==> src/rtl/tdl_therm2onehot_if.sv <==
// rtl/tdl_therm2onehot_if.sv - one-hot hit word bundle from the delay-line front end
interface tdl_therm2onehot_if #(
   parameter int N_TAPS = 195
);
   logic [N_TAPS-1:0] one_hot;
   logic              one_hot_valid;
   logic              overflow;
   logic              multi_edge;

   modport master (
      output one_hot,
      output one_hot_valid,
      output overflow,
      output multi_edge
   );

   modport slave (
      input one_hot,
      input one_hot_valid,
      input overflow,
      input multi_edge
   );
endinterface

==> src/rtl/tdl_therm2onehot.sv <==
// rtl/tdl_therm2onehot.sv - delay-line sampler, bubble corrector and one-hot hit extractor
module tdl_therm2onehot #(
   parameter int N_TAPS      = 195,
   parameter int SYNC_STAGES = 2,
   parameter int DEAD_CYCLES = 4
) (
   input  logic                  clk,
   input  logic                  rst,
   input  logic                  enable,
   input  logic [N_TAPS-1:0]     taps,
   tdl_therm2onehot_if.master    hit,
   output logic                  busy,
   output logic [15:0]           hit_count
);

   localparam int CW = (DEAD_CYCLES > 1) ? $clog2(DEAD_CYCLES) : 1;

   typedef enum logic [1:0] {
      ST_IDLE  = 2'd0,
      ST_DEAD  = 2'd1,
      ST_REARM = 2'd2
   } state_t;

   logic [N_TAPS-1:0] sync_q [SYNC_STAGES];
   logic [N_TAPS-1:0] s_last;
   logic [N_TAPS-1:0] s_dn;
   logic [N_TAPS-1:0] s_up;
   logic [N_TAPS-1:0] c_nxt;
   logic [N_TAPS-1:0] c_q;
   logic              c0_prev;
   logic [N_TAPS-1:0] edge_vec;
   logic [N_TAPS-1:0] oh_sel;
   logic              multi_sel;
   logic              seen;
   logic              all_ones;
   logic              hit_det;
   logic              emit;
   state_t            state_q;
   state_t            state_nxt;
   logic [CW-1:0]     dead_cnt_q;
   logic [CW-1:0]     dead_cnt_nxt;

   // Resynchronise the raw tap sample through SYNC_STAGES flops.
   always_ff @(posedge clk) begin
      if (rst) begin
         for (int k = 0; k < SYNC_STAGES; k++) sync_q[k] <= '0;
      end else begin
         sync_q[0] <= taps;
         for (int k = 1; k < SYNC_STAGES; k++) sync_q[k] <= sync_q[k-1];
      end
   end

   // Three-tap majority vote; below tap 0 mirrors tap 0, above the top tap is empty.
   assign s_last = sync_q[SYNC_STAGES-1];
   assign s_dn   = {s_last[N_TAPS-2:0], s_last[0]};
   assign s_up   = {1'b0, s_last[N_TAPS-1:1]};
   assign c_nxt  = (s_dn & s_last) | (s_dn & s_up) | (s_last & s_up);

   // Register the corrected code and remember last cycle's line-input bit.
   always_ff @(posedge clk) begin
      if (rst) begin
         c_q     <= '0;
         c0_prev <= 1'b0;
      end else begin
         c_q     <= c_nxt;
         c0_prev <= c_q[0];
      end
   end

   assign edge_vec = c_q & ~{1'b0, c_q[N_TAPS-1:1]};
   assign all_ones = &c_q;

   // Keep only the highest 1->0 transition and flag when more than one exists.
   always_comb begin
      oh_sel    = '0;
      multi_sel = 1'b0;
      seen      = 1'b0;
      for (int i = 0; i < N_TAPS; i++) begin
         if (edge_vec[i]) begin
            if (seen) multi_sel = 1'b1;
            seen      = 1'b1;
            oh_sel    = '0;
            oh_sel[i] = 1'b1;
         end
      end
   end

   assign hit_det = enable & c_q[0] & ~c0_prev & (|edge_vec);

   // FSM state and dead-time counter register.
   always_ff @(posedge clk) begin
      if (rst) begin
         state_q    <= ST_IDLE;
         dead_cnt_q <= '0;
      end else begin
         state_q    <= state_nxt;
         dead_cnt_q <= dead_cnt_nxt;
      end
   end

   // Next-state: accept one hit, hold off DEAD_CYCLES clocks, then wait for the line to empty.
   always_comb begin
      state_nxt    = state_q;
      dead_cnt_nxt = dead_cnt_q;
      emit         = 1'b0;
      case (state_q)
         ST_IDLE: begin
            if (hit_det) begin
               emit         = 1'b1;
               state_nxt    = ST_DEAD;
               dead_cnt_nxt = '0;
            end
         end
         ST_DEAD: begin
            if (dead_cnt_q == CW'(DEAD_CYCLES - 1)) begin
               state_nxt    = ST_REARM;
               dead_cnt_nxt = '0;
            end else begin
               dead_cnt_nxt = dead_cnt_q + CW'(1);
            end
         end
         ST_REARM: begin
            if (!c_q[0]) state_nxt = ST_IDLE;
         end
         default: begin
            state_nxt    = ST_IDLE;
            dead_cnt_nxt = '0;
         end
      endcase
   end

   assign busy = (state_q == ST_DEAD) || (state_q == ST_REARM);

   // Output word register; everything returns to zero the cycle after a hit.
   always_ff @(posedge clk) begin
      if (rst) begin
         hit.one_hot       <= '0;
         hit.one_hot_valid <= 1'b0;
         hit.overflow      <= 1'b0;
         hit.multi_edge    <= 1'b0;
         hit_count         <= '0;
      end else begin
         hit.one_hot       <= emit ? oh_sel : '0;
         hit.one_hot_valid <= emit;
         hit.overflow      <= emit & all_ones;
         hit.multi_edge    <= emit & multi_sel;
         if (emit) hit_count <= hit_count + 16'd1;
      end
   end

endmodule
==> src/flat_wrapper.sv <==
// flat-port wrapper written by rule: the top's interface ports become plain ports
module tdl_therm2onehot_flat 
#(
   parameter int N_TAPS      = 195,
   parameter int SYNC_STAGES = 2,
   parameter int DEAD_CYCLES = 4
)
  (clk, rst, enable, taps, busy, hit_count, hit_one_hot, hit_one_hot_valid, hit_overflow, hit_multi_edge);
  tdl_therm2onehot_if #(.N_TAPS(N_TAPS)) hit_i ();
  input  logic clk;
  input  logic rst;
  input  logic enable;
  input  logic [N_TAPS-1:0] taps;
  output logic busy;
  output logic [15:0] hit_count;
  output wire logic [$bits(hit_i.one_hot)-1:0] hit_one_hot;
  output wire logic [$bits(hit_i.one_hot_valid)-1:0] hit_one_hot_valid;
  output wire logic [$bits(hit_i.overflow)-1:0] hit_overflow;
  output wire logic [$bits(hit_i.multi_edge)-1:0] hit_multi_edge;
  assign hit_one_hot = hit_i.one_hot;
  assign hit_one_hot_valid = hit_i.one_hot_valid;
  assign hit_overflow = hit_i.overflow;
  assign hit_multi_edge = hit_i.multi_edge;
  tdl_therm2onehot #(.N_TAPS(N_TAPS), .SYNC_STAGES(SYNC_STAGES), .DEAD_CYCLES(DEAD_CYCLES)) u_core (.clk(clk), .rst(rst), .enable(enable), .taps(taps), .hit(hit_i), .busy(busy), .hit_count(hit_count));
endmodule
==> config.mk <==
export PLATFORM = sky130hd
export DESIGN_NAME = tdl_therm2onehot_flat
export DESIGN_NICKNAME = d
export VERILOG_FILES = /design/src/rtl/tdl_therm2onehot_if.sv /design/src/rtl/tdl_therm2onehot.sv /design/src/flat_wrapper.sv
export SDC_FILE = /design/constraint.sdc
export NUM_CORES = 2
export LEC_CHECK = 0
export BUFFER_PORTS_ARGS = -buffer_cell sky130_fd_sc_hd__buf_2
export CORE_MARGIN = 3
export CORE_UTILIZATION = 57
export DETAILED_ROUTE_END_ITERATION = 10
export HOLD_SLACK_MARGIN = 0.02
export PLACE_DENSITY = 0.9
export SLEW_MARGIN = 20
export SYNTH_ARGS = -nofsm -noshare
export SYNTH_HDL_FRONTEND = slang
export SYNTH_SLANG_ARGS = --single-unit
==> constraint.sdc <==
create_clock -name clk -period 4.2 [get_ports clk]
set_input_delay 0.84 -clock clk [delete_from_list [all_inputs] [get_ports clk]]
set_output_delay 0.84 -clock clk [all_outputs]
set_load 0.03 [all_outputs]
==> results.md <==
* Leak pwr at between 10 and 15 nW
* Vias per cell at slightly below 6
* Max cap viols at 0
* DIE WIDTH at around 230 um
* Clock Root Buffer: clkbuf_16
* Slew margin rel. at 0.211
* Simple-gate share of the synthesized area at 0.304
* Commonest non-fill, non-tap cell in the layout: dfxtp_1
* First-pass GRT wire length at between 100,000 and 150,000 um
* Main combinational cell family by area after synthesis: simple AND/OR/NAND/NOR gates
* Mux cell area share after synthesis at 0.000340
* Syn_area_per_cell at ~9 um2
* Total gr overflow at 0
* Total CTS buffers at 75
* Startpoint class of the critical path: flip-flop
* Pins Over Slew Limit at 0
* Xor-xnor portion of the synthesized cell area at 0.00417
* Core area at between 0.05 and 0.06 mm2
* Worst-Skew Late Latency at between 0.6 and 0.7 ns
* Synth cell types at between 70 and 80
* Top FF cell, synth: dfxtp_1
* Post-synth EDFFs at 0
* Crit Path Category: flip-flop to flip-flop
* Tot GR Track Use at 0.357
* Post-DP Area at between 0.03 and 0.04 mm2
* Register area share after synthesis at 0.547
* Min-delay worst type: input port to flip-flop
* Share of the synthesized area in the top cell type at 0.547
* Dpl cells at about 4,300
* Synth Instances at 3,209
* I/O pin total at 413
* I/O Buffers at 412
* DIE HEIGHT at between 200 and 250 um
* NumNets Final at approximately 4,000
* Largest net degree at the start of global routing at 240
* Min Tclk post-route at 4.09 ns
* Drc violations at 0
* Post-route insts no fill at about 4,400
* CTS tree: built
* Async set-reset flop share out of synthesis at 0
* Final setup violation count at 0
* CTS Hold Bufs at 0
* Synth Area in Compound Gates at 0.128
* Ranking of synthesized cells by area: dfxtp_1 (55%), nor2b_1 (9.4%), a21oi_1 (4.5%), nand2_1 (4.4%), o21ai_0 (4.3%)
* DR pass1 iterations at 6
* Clock-pin slew on the worst setup and hold paths at roughly 0.070 ns
* CP arrival at ~4.6 ns
* Pwr Density at between 400 and 500 mW/mm2
* Crit-path max FO at 6
* TNS Setup at 0 ns
* Area leader, netlist: dfxtp_1
* Global placer's final weighted congestion at 1.06
* VDD IR max at between 0.3 and 0.4 mV
* Area delta synth->final at 19.9%
* DR iter-0 viols at between 2,000 and 3,000
* Leading cell types in the layout, fill and taps excluded: dfxtp_1 (804), nor2b_1 (443), buf_2 (411)
* Crit share post-route at 0.973
* H-tree Lvls at 3
* FF+latch count, synth at 804
* Syn. warnings at 0
* Worst-margin pin slew at 1.15 ns
* Syn Nets at between 3,000 and 4,000
* DR vias at 26,100
* Post-route cell area at between 0.03 and 0.04 mm2
* Clock sinks at between 800 and 900
* WL/cell at roughly 22 um
* Final HPWL DP at between 70,000 and 80,000 um
* Type of element capturing the critical path: flip-flop
* Share of post-route cells with drive strength above 1 at 0.183
* Buffers from clock root to sink, at most at 3
* Fmax at around 240 MHz
* Initial Util at 0.582
* WP data required at approximately 4.7 ns
* DRT antenna net count at 0
* Row count at 82
* Post-Synth Adder-Cell Area at 0.00213
* Hold Vio Cnt, Final at 0
* Layout Skew at ~0.023 ns
* Vias in the first global route at about 25,000
* Mapped Area at ~0.03 mm2
* Initial antenna violation count at 7
* Drt total wl at 99,800 um
* Layout fillers at 3,664
* Status: complete, no violations
* RSZ-0062 raised after global routing: false
* Die area at roughly 0.054 mm2
* Worst R2R Setup Slack at roughly 0.11 ns
[area by class of cell]
cell class / instances / area [um2] / area share
multi-input combinational: 2292 / 12900 / 0.366
sequential: 804 / 16100 / 0.456
clock inverter: 31 / 256 / 0.00727
antenna: 3 / 7.51 / 0.000213
timing repair buffer: 517 / 2890 / 0.0818
tap: 672 / 841 / 0.0238
inverter: 25 / 93.8 / 0.00266
clock buffer: 105 / 2170 / 0.0616
[what timing repair did]
action / CTS / global route
pin swaps: 0 / 2
endpoints found under the setup margin: 1 / 1
setup buffers: 0 / 3
gates resized for setup: 2 / 7
[registers in the layout, summed over array words and instances, names as in the netlist]
register	flops
u_core.sync_q	390
u_core.c_q	195
u_core.hit.one_hot	195
u_core.hit_count	16
u_core.dead_cnt_q	2
u_core.state_q	2
u_core.c0_prev	1
u_core.hit.multi_edge	1
u_core.hit.one_hot_valid	1
u_core.hit.overflow	1
[cell usage after synthesis, types with 7 or more instances]
library cell,number
nand2b_1,120
a21oi_1,262
a211oi_1,10
nor2b_1,443
inv_1,25
nand4b_1,9
o21ai_0,252
clkbuf_1,86
nor2_1,195
a2111oi_0,16
nand3b_1,8
a22oi_1,10
o22ai_1,12
nor3_1,68
nor4_1,50
a32oi_1,7
nor3b_1,28
xor2_1,11
nand4_1,71
or2_2,22
a21o_1,12
nor4b_1,30
or3_1,13
and4_1,12
nand3_1,80
and3_1,18
o31ai_1,11
and4b_1,14
a31oi_1,14
nand2_1,343
dfxtp_1,804
o2111ai_1,7
and2_1,47
[per-stage QoR]
| stage | worst slack [ns] | hold WS (ns) | utilization | power, mW |
|---|---|---|---|---|
| after floorplan | 0.855 | 0.414 | - | 8.80 |
| after global placement | -1.00 | 0.418 | 0.648 | 9.29 |
| after detailed placement | -0.321 | 0.420 | 0.648 | 9.31 |
| after CTS | 0.124 | 0.398 | 0.696 | 15.9 |
| after global routing | 0.00784 | 0.402 | 0.697 | 16.3 |
| final | 0.112 | 0.416 | 0.698 | 15.9 |
[where the power goes]
part | switching, mW | leakage, nW | total (mW) | internal, mW
clock network | 2.95 | 1.20 | 6.68 | 3.73
registers | 0.170 | 6.57 | 8.00 | 7.84
logic | 0.725 | 6.35 | 1.20 | 0.473
total | 3.84 | 14.1 | 15.9 | 12.0
[routing by layer]
metal	GRT usage	vias up	part of all wire
met4	0.105	2	0.029
met5	0	-	0.000070
met1	0.469	12400	0.42
met2	0.598	1283	0.47
li1	-	12200	-
met3	0.0698	201	0.081
[kinds of logic (layout without fill, tap and decap cells)]
group / after synthesis / count (layout)
and+or+nand+nor: 1609 / 1609
muxes: 1 / 1
DFF: 804 / 804
AOI/OAI and AO/OA: 663 / 663
xor gates and xnor gates: 14 / 14
adders and majority gates: 5 / 5
buffers and inverters: 113 / 678
other: 0 / 3
[worst paths after layout]
check                             start               endpoint  depth (start not counted)
setup / recovery        u_core.c_q[168]  u_core.hit.multi_edge                         11
hold / removal                taps[162]  u_core.sync_q[0][162]                          2
setup reg to reg        u_core.c_q[168]  u_core.hit.multi_edge                         11
hold reg to reg   u_core.sync_q[0][107]  u_core.sync_q[0][302]                          1
[worst max-delay path, cell delays in order, from the launching register on]
cell and delay (ns):
dfxtp_1 0.42, and2_1 0.20, nor2_1 0.12, buf_4 0.19, a2111oi_2 0.58, nand4_1 0.18
a2111oi_2 0.63, o2111ai_1 0.20, or3_1 0.40, or4_1 0.62, nor4_1 0.28, a41oi_1 0.15
No activity file was read; power rests on OpenSTA's default activity.
